--- src/rtl/if_id_stage.sv ---
// Fetch stage: program counter plus IF/ID pipeline register with debug event counters.
// Latency: the instruction at addr_o in cycle N is on if_id_inst_o after edge N.
// Backpressure: pc_stall_i / if_id_stall_i hold their registers; flush_i redirects and squashes.
module if_id_stage #(
    parameter logic [31:0] PC_RESET = 32'h0000_0000,
    parameter int          CNT_W    = 16
) (
    input  logic             clk_i,
    input  logic             rst_i,
    input  logic             start_i,
    input  logic             pc_stall_i,
    input  logic             if_id_stall_i,
    input  logic             flush_i,
    input  logic [31:0]      target_i,
    input  logic [31:0]      inst_i,
    output logic [31:0]      addr_o,
    output logic [31:0]      if_id_inst_o,
    output logic [31:0]      if_id_pc4_o,
    output logic             if_id_valid_o,
    output logic [CNT_W-1:0] stall_cnt_o,
    output logic [CNT_W-1:0] flush_cnt_o
);

    logic             run_q,   run_d;
    logic [31:0]      pc_q,    pc_d;
    logic [31:0]      inst_q,  inst_d;
    logic [31:0]      pc4_q,   pc4_d;
    logic             valid_q, valid_d;
    logic [CNT_W-1:0] scnt_q,  scnt_d;
    logic [CNT_W-1:0] fcnt_q,  fcnt_d;
    logic [31:0]      pc_plus4;

    // Sequential PC + 4 wraps naturally modulo 2^32.
    assign pc_plus4 = pc_q + 32'd4;

    // Next-state: idle until started, then flush > stall > normal advance.
    always_comb begin
        run_d   = run_q;
        pc_d    = pc_q;
        inst_d  = inst_q;
        pc4_d   = pc4_q;
        valid_d = valid_q;
        scnt_d  = scnt_q;
        fcnt_d  = fcnt_q;
        // The edge that sets run also performs the first update.
        if (run_q || start_i) begin
            run_d = 1'b1;
            if (flush_i) begin
                // Redirect wins over any stall request; the wrong-path fetch is squashed.
                pc_d    = target_i;
                inst_d  = 32'h0;
                pc4_d   = 32'h0;
                valid_d = 1'b0;
                if (fcnt_q != '1) begin
                    fcnt_d = fcnt_q + CNT_W'(1);
                end
            end else begin
                // Each stall bit gates only its own register.
                if (!pc_stall_i) begin
                    pc_d = pc_plus4;
                end
                if (!if_id_stall_i) begin
                    inst_d  = inst_i;
                    pc4_d   = pc_plus4;
                    valid_d = 1'b1;
                end
                if ((pc_stall_i || if_id_stall_i) && (scnt_q != '1)) begin
                    scnt_d = scnt_q + CNT_W'(1);
                end
            end
        end
    end

    // State registers; reset clears everything including the run flag.
    always_ff @(posedge clk_i or negedge rst_i) begin
        if (!rst_i) begin
            run_q   <= 1'b0;
            pc_q    <= PC_RESET;
            inst_q  <= 32'h0;
            pc4_q   <= 32'h0;
            valid_q <= 1'b0;
            scnt_q  <= '0;
            fcnt_q  <= '0;
        end else begin
            run_q   <= run_d;
            pc_q    <= pc_d;
            inst_q  <= inst_d;
            pc4_q   <= pc4_d;
            valid_q <= valid_d;
            scnt_q  <= scnt_d;
            fcnt_q  <= fcnt_d;
        end
    end

    assign addr_o        = pc_q;
    assign if_id_inst_o  = inst_q;
    assign if_id_pc4_o   = pc4_q;
    assign if_id_valid_o = valid_q;
    assign stall_cnt_o   = scnt_q;
    assign flush_cnt_o   = fcnt_q;

endmodule

--- config.mk ---
export PLATFORM = sky130hd
export DESIGN_NAME = if_id_stage
export DESIGN_NICKNAME = d
export VERILOG_FILES = /design/src/rtl/if_id_stage.sv
export SDC_FILE = /design/constraint.sdc
export NUM_CORES = 1
export LEC_CHECK = 0
export ABC_AREA = 1
export CAP_MARGIN = 20
export CORE_MARGIN = 2
export CORE_UTILIZATION = 40
export DETAILED_ROUTE_END_ITERATION = 7
export PLACE_DENSITY = 0.74
export SKIP_LAST_GASP = 1
export SYNTH_ARGS = -nofsm -noshare
export SYNTH_HDL_FRONTEND = slang
export SYNTH_SLANG_ARGS = --single-unit
--- constraint.sdc ---
create_clock -name clk_i -period 2.3 [get_ports clk_i]
set_input_delay 0.46 -clock clk_i [delete_from_list [all_inputs] [get_ports clk_i]]
set_output_delay 0.46 -clock clk_i [all_outputs]
set_load 0.005 [all_outputs]
==> Word level (Yosys, flattened, before mapping) <==
Cells that the tools add are included.
{ "classes": {"n_reduce_logical": 7, "eq_ne": 4, "n_bitwise": 1, "n_mux": 8, "add_sub_neg": 3} }
{ "op_table": {"columns": ["operator", "count"], "rows": [
  ["$mux W32", 6],
  ["$add A16 B1 Y16 const B", 2],
  ["$add A32 B3 Y32 const B", 1],
  ["$ne A16 B16 Y1 const B", 2],
  ["$reduce_and A3 Y1", 2],
  ["$ne A2 B1 Y1 const B", 2],
  ["$reduce_and A2 Y1", 2],
  ["$logic_or A1 B1 Y1", 2],
  ["$mux W1", 2],
  ["$logic_and A1 B1 Y1", 1],
  ["$not A1 Y1", 1]
]} }
{ "word_totals": {"input_bits": 70, "ff_bits": 130, "output_inout_bits": 129, "wordCells": 30} }

==> Depth between registers and ports, before layout <==
Gate-level depths: netlist (run 1).
{ "depth": {"ltp_word": 3, "mapped_depth": 10, "mapped_depth_nobuf": 10} }

==> Worst setup path before layout (run 1) <==
No wires, ideal clock.
{ "synth_path": {"kind": "reg2reg", "from": "register scnt_q[0], in the netlist stall_cnt_o[0]", "to": "register scnt_q[4], in the netlist stall_cnt_o[4]", "n_path_buf": 1, "arrival_time_ps": 1391, "stages_incl_launch_ff": 10, "t_required_ps": 2179, "slack_ps": 789, "cell_sequence": "dfrtp_1 > ha_1 > nand3_1 > nor2_4 > nand4_1 > nand2_1 > inv_2 > buf_6 > nand3b_1 > nand2_1"} }
{ "synth_between": {"elab_chain_cells": 3} }
{ "synth_lines": {"columns": ["item", "line", "text"], "rows": [
  ["start: declaration", "29", "logic [CNT_W-1:0] scnt_q, scnt_d;"],
  ["start signal: assignment", "90", "scnt_q <= scnt_d;"],
  ["parallel branches: the longest is 3 deep, another holds $add A16 B1 Y16", null, null]
]} }
Parallel ways; which one is timed is not known.
A chain may end at the register's enable or synchronous reset.

==> Final worst setup path (run 1) <==
{ "layout_path": {"from": "register pc_q[26], in the netlist addr_o[26]", "to": "output addr_o[26]"} }
{ "layout_lines": {"columns": ["item", "line", "text"], "rows": [
  ["start: declaration", "25", "logic [31:0] pc_q, pc_d;"],
  ["start signal: assignment", "86", "pc_q <= pc_d;"],
  ["end: declaration", "16", "output logic [31:0] addr_o,"]
]} }
No word-level cell between the ends.

==> flow_metrics.env, run 1 <==
export IMPL_worst_ir_drop_vdd_mv=0.550
export IMPL_drv_cap=0
export IMPL_cp_num_buf_inv=1
export IMPL_overflow=0
export IMPL_root_buffer="clkbuf_16"
export IMPL_netlist_top_cells_area="dfrtp_1, nand2_1, nand3_1"
export IMPL_grt_pass1_vias=5913
export IMPL_cts_sinks=130
export IMPL_numCtsBuffers=17
export IMPL_dr_pass1_iters=5
export IMPL_cp_arrival_ns=1.45
export IMPL_synth_avg_cell_area_um2=7.97
export IMPL_mappedNetlistArea_um2=6600
export IMPL_clk_latency_ns=0.42
export IMPL_antenna_left=0
export IMPL_period_needed_ns=1.91
export IMPL_die_x_um=132
export IMPL_crit_path_start_kind="flip-flop"
export IMPL_setup_violations=0
export IMPL_grt_pass1_wl_mm=29.9
export IMPL_cp_required_ns=1.84
export IMPL_antenna_found_initial=0
export IMPL_max_freq_mhz=524
export IMPL_clk_pin_slew_ns=0.05
export IMPL_ctsResizeCount=0
export IMPL_fin_tns_setup_ns=0
export IMPL_slowest_delay_ns=0.57
export IMPL_netlist_cell_type_count=33
export IMPL_hpwl_mm=13.4
export IMPL_crit_family="buffers and inverters"
export IMPL_track_usage=0.214
export IMPL_pwr_share_clk=0.367
export IMPL_die_h_um=132
export IMPL_nNetsFinal=1095
export IMPL_viasPerCell=4.88
export IMPL_htreeDepth=4
export IMPL_p_leak_uw=0.00409
export IMPL_wirelength_mm=18.3
export IMPL_synth_top_area_share=0.493
export IMPL_pin_count=199
export IMPL_syn_to_final_growth_pct=42.0
export IMPL_critPathKind="flip-flop to primary output"
export IMPL_port_buffers=198
export IMPL_power_frac_comb=0.223
export IMPL_status="finished, final reports clean"
export IMPL_hold_viol_final=0
export IMPL_gp_congestion=0.899
export IMPL_avgRoutedWirePerCell_um=14.6
export IMPL_crit_path_end_kind="primary output"
export IMPL_synth_top_area_cell="dfrtp_1"
export IMPL_ys_seq_area_frac=0.493
export IMPL_synth_ff_type="dfrtp_1"
export IMPL_postSynth_asyncResetShare=1.00
export IMPL_slew_headroom=0.690
export IMPL_drc=0
export IMPL_min_delay_path_class="flip-flop to flip-flop"
export IMPL_max_slew_worst_pin_slew_ns=0.464
export IMPL_vias=6092
export IMPL_die_area_um2=17500
export IMPL_drive_gt1_frac=0.0814
export IMPL_rsz0062_at_grt="false"
export IMPL_post_cts_buffers=0
export IMPL_fillers=1470
export IMPL_fin_crit_sh=0.829
export IMPL_yosysWarnings=0
export IMPL_r2r_setup_slack_ns=0.56
export IMPL_clk_path_buf_depth=2
export IMPL_fin_skew_ns=0.0105
export IMPL_syn_inst=827
export IMPL_p_seq_frac=0.409
export IMPL_synth_edf_count=0
export IMPL_ys_seq_elements=130
export IMPL_coreArea_um2=16000
export IMPL_grt_max_degree=78
export IMPL_drtIter0Drc=456
export IMPL_swShare=0.277
export IMPL_crit_slowest_cell="clkdlybuf4s50_1"
export IMPL_worstPathMaxFanout=7
export IMPL_p_int_uw=5170
export IMPL_maxSlewViolCount=0
export IMPL_timing_hold_ws_ns=0.477
export IMPL_path_cells="clkdlybuf4s50_1"
export IMPL_p_sw_uw=1980
export IMPL_cts_tree="built"
export IMPL_antenna_cells=0
export IMPL_initial_core_util=0.412
export IMPL_syn_nets=900
export IMPL_p_per_area_nw_per_um2=763
export IMPL_std_cell_rows=46
[routing by layer]
layer  GRT usage  wire (um)  up-vias
met5           0          0        -
met4      0.0705        324        0
met3      0.0611       1160       22
met2       0.347       8690      166
met1       0.276       8090     2845
li1            -          -     3059
[power by group through the flow]
stage	combinational (uW)	sequential (uW)	clock, uW
final	1600	2930	2630
after global routing	1780	2980	2790
after CTS	1620	2920	2690
after detailed placement	1610	2960	0
after global placement	1580	2950	0
after floorplan	647	2920	0
[metrics by stage]
stage / utilization / worst slack [ns] / total power [uW] / area (um^2) / cells
2_1_floorplan: - / 0.789 / 3570 / 6600 / 827
3_3_place_gp: 0.549 / 0.339 / 4530 / 8790 / 1218
3_5_place_dp: 0.549 / 0.303 / 4570 / 8790 / 1218
4_1_cts: 0.585 / 0.376 / 7240 / 9360 / 1248
5_1_grt: 0.585 / 0.343 / 7540 / 9360 / 1248
6_report: 0.585 / 0.393 / 7150 / 9360 / 1248
[state kept, by name (all words and copies together) (netlist names)]
name and cells:
addr_o 32, flush_cnt_o 16, if_id_inst_o 32, if_id_pc4_o 32, if_id_valid_o 1, run_q 1
stall_cnt_o 16
[cell type report]
type	count	area, um^2	area share
multi-input cells	598	2900	0.310
repair buffers	208	2120	0.226
clock inverters	6	80.1	0.00855
well taps	216	270	0.0289
clock buffers	23	488	0.0521
flip-flops and latches	130	3250	0.347
inverters	67	254	0.0271
[logic make-up after synthesis]
kind of cell / synth area share
AO/OA/AOI/OAI: 0.120
XOR/XNOR: 0.0305
adder cells (fa/ha/maj): 0.00569
buffers and inverters: 0.0670
flip-flops: 0.493
AND/OR/NAND/NOR: 0.283
[placed cells by master, fill, tap and decap left out, drive strengths merged]
master	instances
a21oi	50
a22oi	8
a31oi	3
and2	3
buf	11
bufinv	2
clkbuf	23
clkdlybuf4s50	196
clkinv	4
dfrtp	130
dlygate4sd3	1
ha	3
inv	67
nand2	258
nand3	55
nand3b	3
nand4	4
nor2	90
nor3	8
o21ai	88
o21bai	1
or2	1
xnor2	7
xor2	16
[cell usage after synthesis (2+ instances only)]
cell      count
a21oi_1      50
a22oi_1       8
a31oi_1       3
and2_1        3
buf_2        11
buf_4         4
buf_6         5
clkbuf_1     11
dfrtp_1     130
ha_1          3
inv_1        59
inv_2         7
nand2_1     248
nand2_2       7
nand2_4       3
nand3_1      55
nand3b_1      3
nand4_1       4
nor2_1       65
nor2_2       14
nor2_4        9
nor2_8        2
nor3_1        8
o21ai_0      53
o21ai_1      33
xnor2_1       7
xor2_1       16
[path summary, 6_finish.rpt]
| kind | startpoint | endpoint | cells past startpoint |
|---|---|---|---|
| max in group asynchronous | rst_i | stall_cnt_o[3] | 3 |
| max | addr_o[26] | addr_o[26] | 1 |
| max reg2reg | stall_cnt_o[0] | stall_cnt_o[12] | 9 |
| min reg2reg | if_id_inst_o[0] | if_id_inst_o[0] | 2 |
| min | if_id_inst_o[0] | if_id_inst_o[0] | 2 |
| min in group asynchronous | rst_i | if_id_pc4_o[14] | 2 |
[timing repair]
item	in CTS	in global routing
endpoints found under the setup margin	0	0
hold buffers	1	0
hold endpoints to repair	42	0
No activity file was read; power rests on OpenSTA's default activity.
==> run 2: changes to the inputs <==
--- a/config.mk
+++ b/config.mk
@@ -10,7 +10,7 @@
 export CORE_MARGIN = 2
 export CORE_UTILIZATION = 40
 export DETAILED_ROUTE_END_ITERATION = 7
-export PLACE_DENSITY = 0.74
+export PLACE_DENSITY = 0.77
 export SKIP_LAST_GASP = 1
 export SYNTH_ARGS = -nofsm -noshare
 export SYNTH_HDL_FRONTEND = slang
==> constraint.sdc (replaced) <==
create_clock -name clk_i -period 1.71 [get_ports clk_i]
set_input_delay 0.342 -clock clk_i [delete_from_list [all_inputs] [get_ports clk_i]]
set_output_delay 0.342 -clock clk_i [all_outputs]
set_load 0.005 [all_outputs]
==> run 2 against run 1 <==
Against the previous run:
- critical path depth is the same
- first-iteration DRC count shrank 23%
- combinational power is 73% higher
- core utilization is 5.0 points higher
- hold slack worse by 0.082 ns
- global-route usage increased by 1.6 points
- largest power group is now the clock network
==> flow_metrics.env, run 2 (synthesized netlist as in run 1, its figures left out) <==
export IMPL_cp_required_ns=1.37
export IMPL_min_delay_path_class="input pin to flip-flop"
export IMPL_hold_depth=3
export IMPL_mostFrequentLayoutCell="nand2_1"
export IMPL_fin_crit_sh=0.981
export IMPL_timing_hold_ws_ns=0.396
export IMPL_crit_slowest_cell="clkdlybuf4s50_1"
export IMPL_initial_core_util=0.412
export IMPL_cts_sinks=130
export IMPL_p_per_area_nw_per_um2=1040
export IMPL_worstPathMaxFanout=2
export IMPL_port_buffers=198
export IMPL_gp_congestion=0.946
export IMPL_multi_input_area_um2=3030
export IMPL_max_slew_worst_pin_slew_ns=0.509
export IMPL_final_area_um2=10200
export IMPL_grt_pass1_wl_mm=32.2
export IMPL_drive_gt1_frac=0.177
export IMPL_numCtsBuffers=17
export IMPL_die_x_um=132
export IMPL_crit_reg2reg_capture="addr_o[15]"
export IMPL_hpwl_mm=13.8
export IMPL_cp_arrival_ns=1.34
export IMPL_syn_to_final_growth_pct=54.2
export IMPL_nNetsFinal=1172
export IMPL_drc=0
export IMPL_antenna_found_initial=0
export IMPL_final_cell_mix="nand2_1, clkdlybuf4s50_1, dfrtp_1, buf_4"
export IMPL_die_h_um=132
export IMPL_track_usage=0.230
export IMPL_r2r_cells=9
export IMPL_grt_pass1_vias=6484
export IMPL_overflow=0
export IMPL_antenna_left=0
export IMPL_placedCellCount=1240
export IMPL_maxSlewViolCount=0
export IMPL_cp_num_buf_inv=1
export IMPL_coreArea_um2=16000
export IMPL_crit_path_start="addr_o[29]"
export IMPL_viasPerCell=4.98
export IMPL_root_buffer="clkbuf_16"
export IMPL_clk_pin_slew_ns=0.06
export IMPL_crit_path_end_kind="primary output"
export IMPL_pin_count=199
export IMPL_antenna_cells=0
export IMPL_period_needed_ns=1.68
export IMPL_clk_latency_ns=0.42
export IMPL_dr_pass1_iters=5
export IMPL_final_cells=1327
export IMPL_clk_path_buf_depth=2
export IMPL_worstHoldStart="flush_i"
export IMPL_placed_area_um2=8960
export IMPL_rsz0062_at_grt="true"
export IMPL_slowest_delay_ns=0.55
export IMPL_p_leak_uw=0.00461
export IMPL_slew_headroom=0.660
export IMPL_drv_cap=0
export IMPL_cts_tree="built"
export IMPL_fillers=1358
export IMPL_max_freq_mhz=596
export IMPL_r2r_start="addr_o[14]"
export IMPL_critPathKind="flip-flop to primary output"
export IMPL_hold_end="if_id_inst_o[10]"
export IMPL_hold_viol_final=0
export IMPL_path_cells="clkdlybuf4s50_1"
export IMPL_avgRoutedWirePerCell_um=15.2
export IMPL_r2r_setup_slack_ns=0.07
export IMPL_fin_skew_ns=0.00886
export IMPL_vias=6607
export IMPL_worst_ir_drop_vdd_mv=0.728
export IMPL_seqCellArea_um2=3270
export IMPL_grt_max_degree=52
export IMPL_htreeDepth=4
export IMPL_wirelength_mm=20.2
export IMPL_drtIter0Drc=353
export IMPL_status="finished, final reports clean"
export IMPL_setup_violations=0
export IMPL_fin_tns_setup_ns=0
export IMPL_die_area_um2=17500
export IMPL_crit_path_start_kind="flip-flop"
export IMPL_crit_family="buffers and inverters"
export IMPL_std_cell_rows=46
run 2: worst max path at each step:
stage,endpoint,slack [ns],cells past startpoint
4_1_cts,addr_o[26],-0.04,1
2_1_floorplan,stall_cnt_o[4],0.20,9
3_5_place_dp,stall_cnt_o[12],-0.11,7
5_1_grt,addr_o[15],-0.04,8
6_report,addr_o[29],0.03,1
3_3_place_gp,stall_cnt_o[10],-0.08,7
run 2: per-stage QoR:
stage	setup WS (ns)	util	total power, uW
floorplan	0.199	-	4800
global placement	-0.0762	0.560	6160
detailed placement	-0.109	0.560	6210
CTS	-0.0399	0.619	10400
global route	-0.0389	0.636	11000
finish	0.0319	0.636	10500
run 2: routing by layer:
layer,wire length [um],vias up,global-route usage
li1,-,3209,-
met2,9760,225,0.374
met4,579,0,0.0884
met5,0,-,0
met1,8520,3133,0.298
met3,1300,40,0.0538
run 2: layout make-up:
type	instances	share of cell area
clock inverter	14	0.0209
clock buffer	17	0.0418
tap	216	0.0266
sequential	130	0.321
timing repair buffer	285	0.267
inverter	67	0.0250
multi-input combinational	598	0.297
run 2: report_power, final:
group | leakage [uW] | switching (uW) | internal [uW]
registers | 0.00164 | 286 | 3490
logic | 0.00267 | 1270 | 1500
clock network | 0.000301 | 1400 | 2570
total | 0.00461 | 2960 | 7570
run 2: timing repair:
item	4_1_cts	5_1_grt
pin swaps	0	10
hold buffers	1	0
buffers inserted	39	16
endpoints found under the setup margin	47	70
endpoints found under the hold margin	37	0
gates resized for setup	20	38
run 2: worst reg2reg max path, cell delays in order, from the launching register on:
cell	delay (ns)
dfrtp_1	0.39
buf_4	0.13
buf_4	0.11
nand2_2	0.08
nor2_1	0.11
nand2_1	0.09
nor2_4	0.21
or2_2	0.15
nand3_1	0.13
a21oi_2	0.16
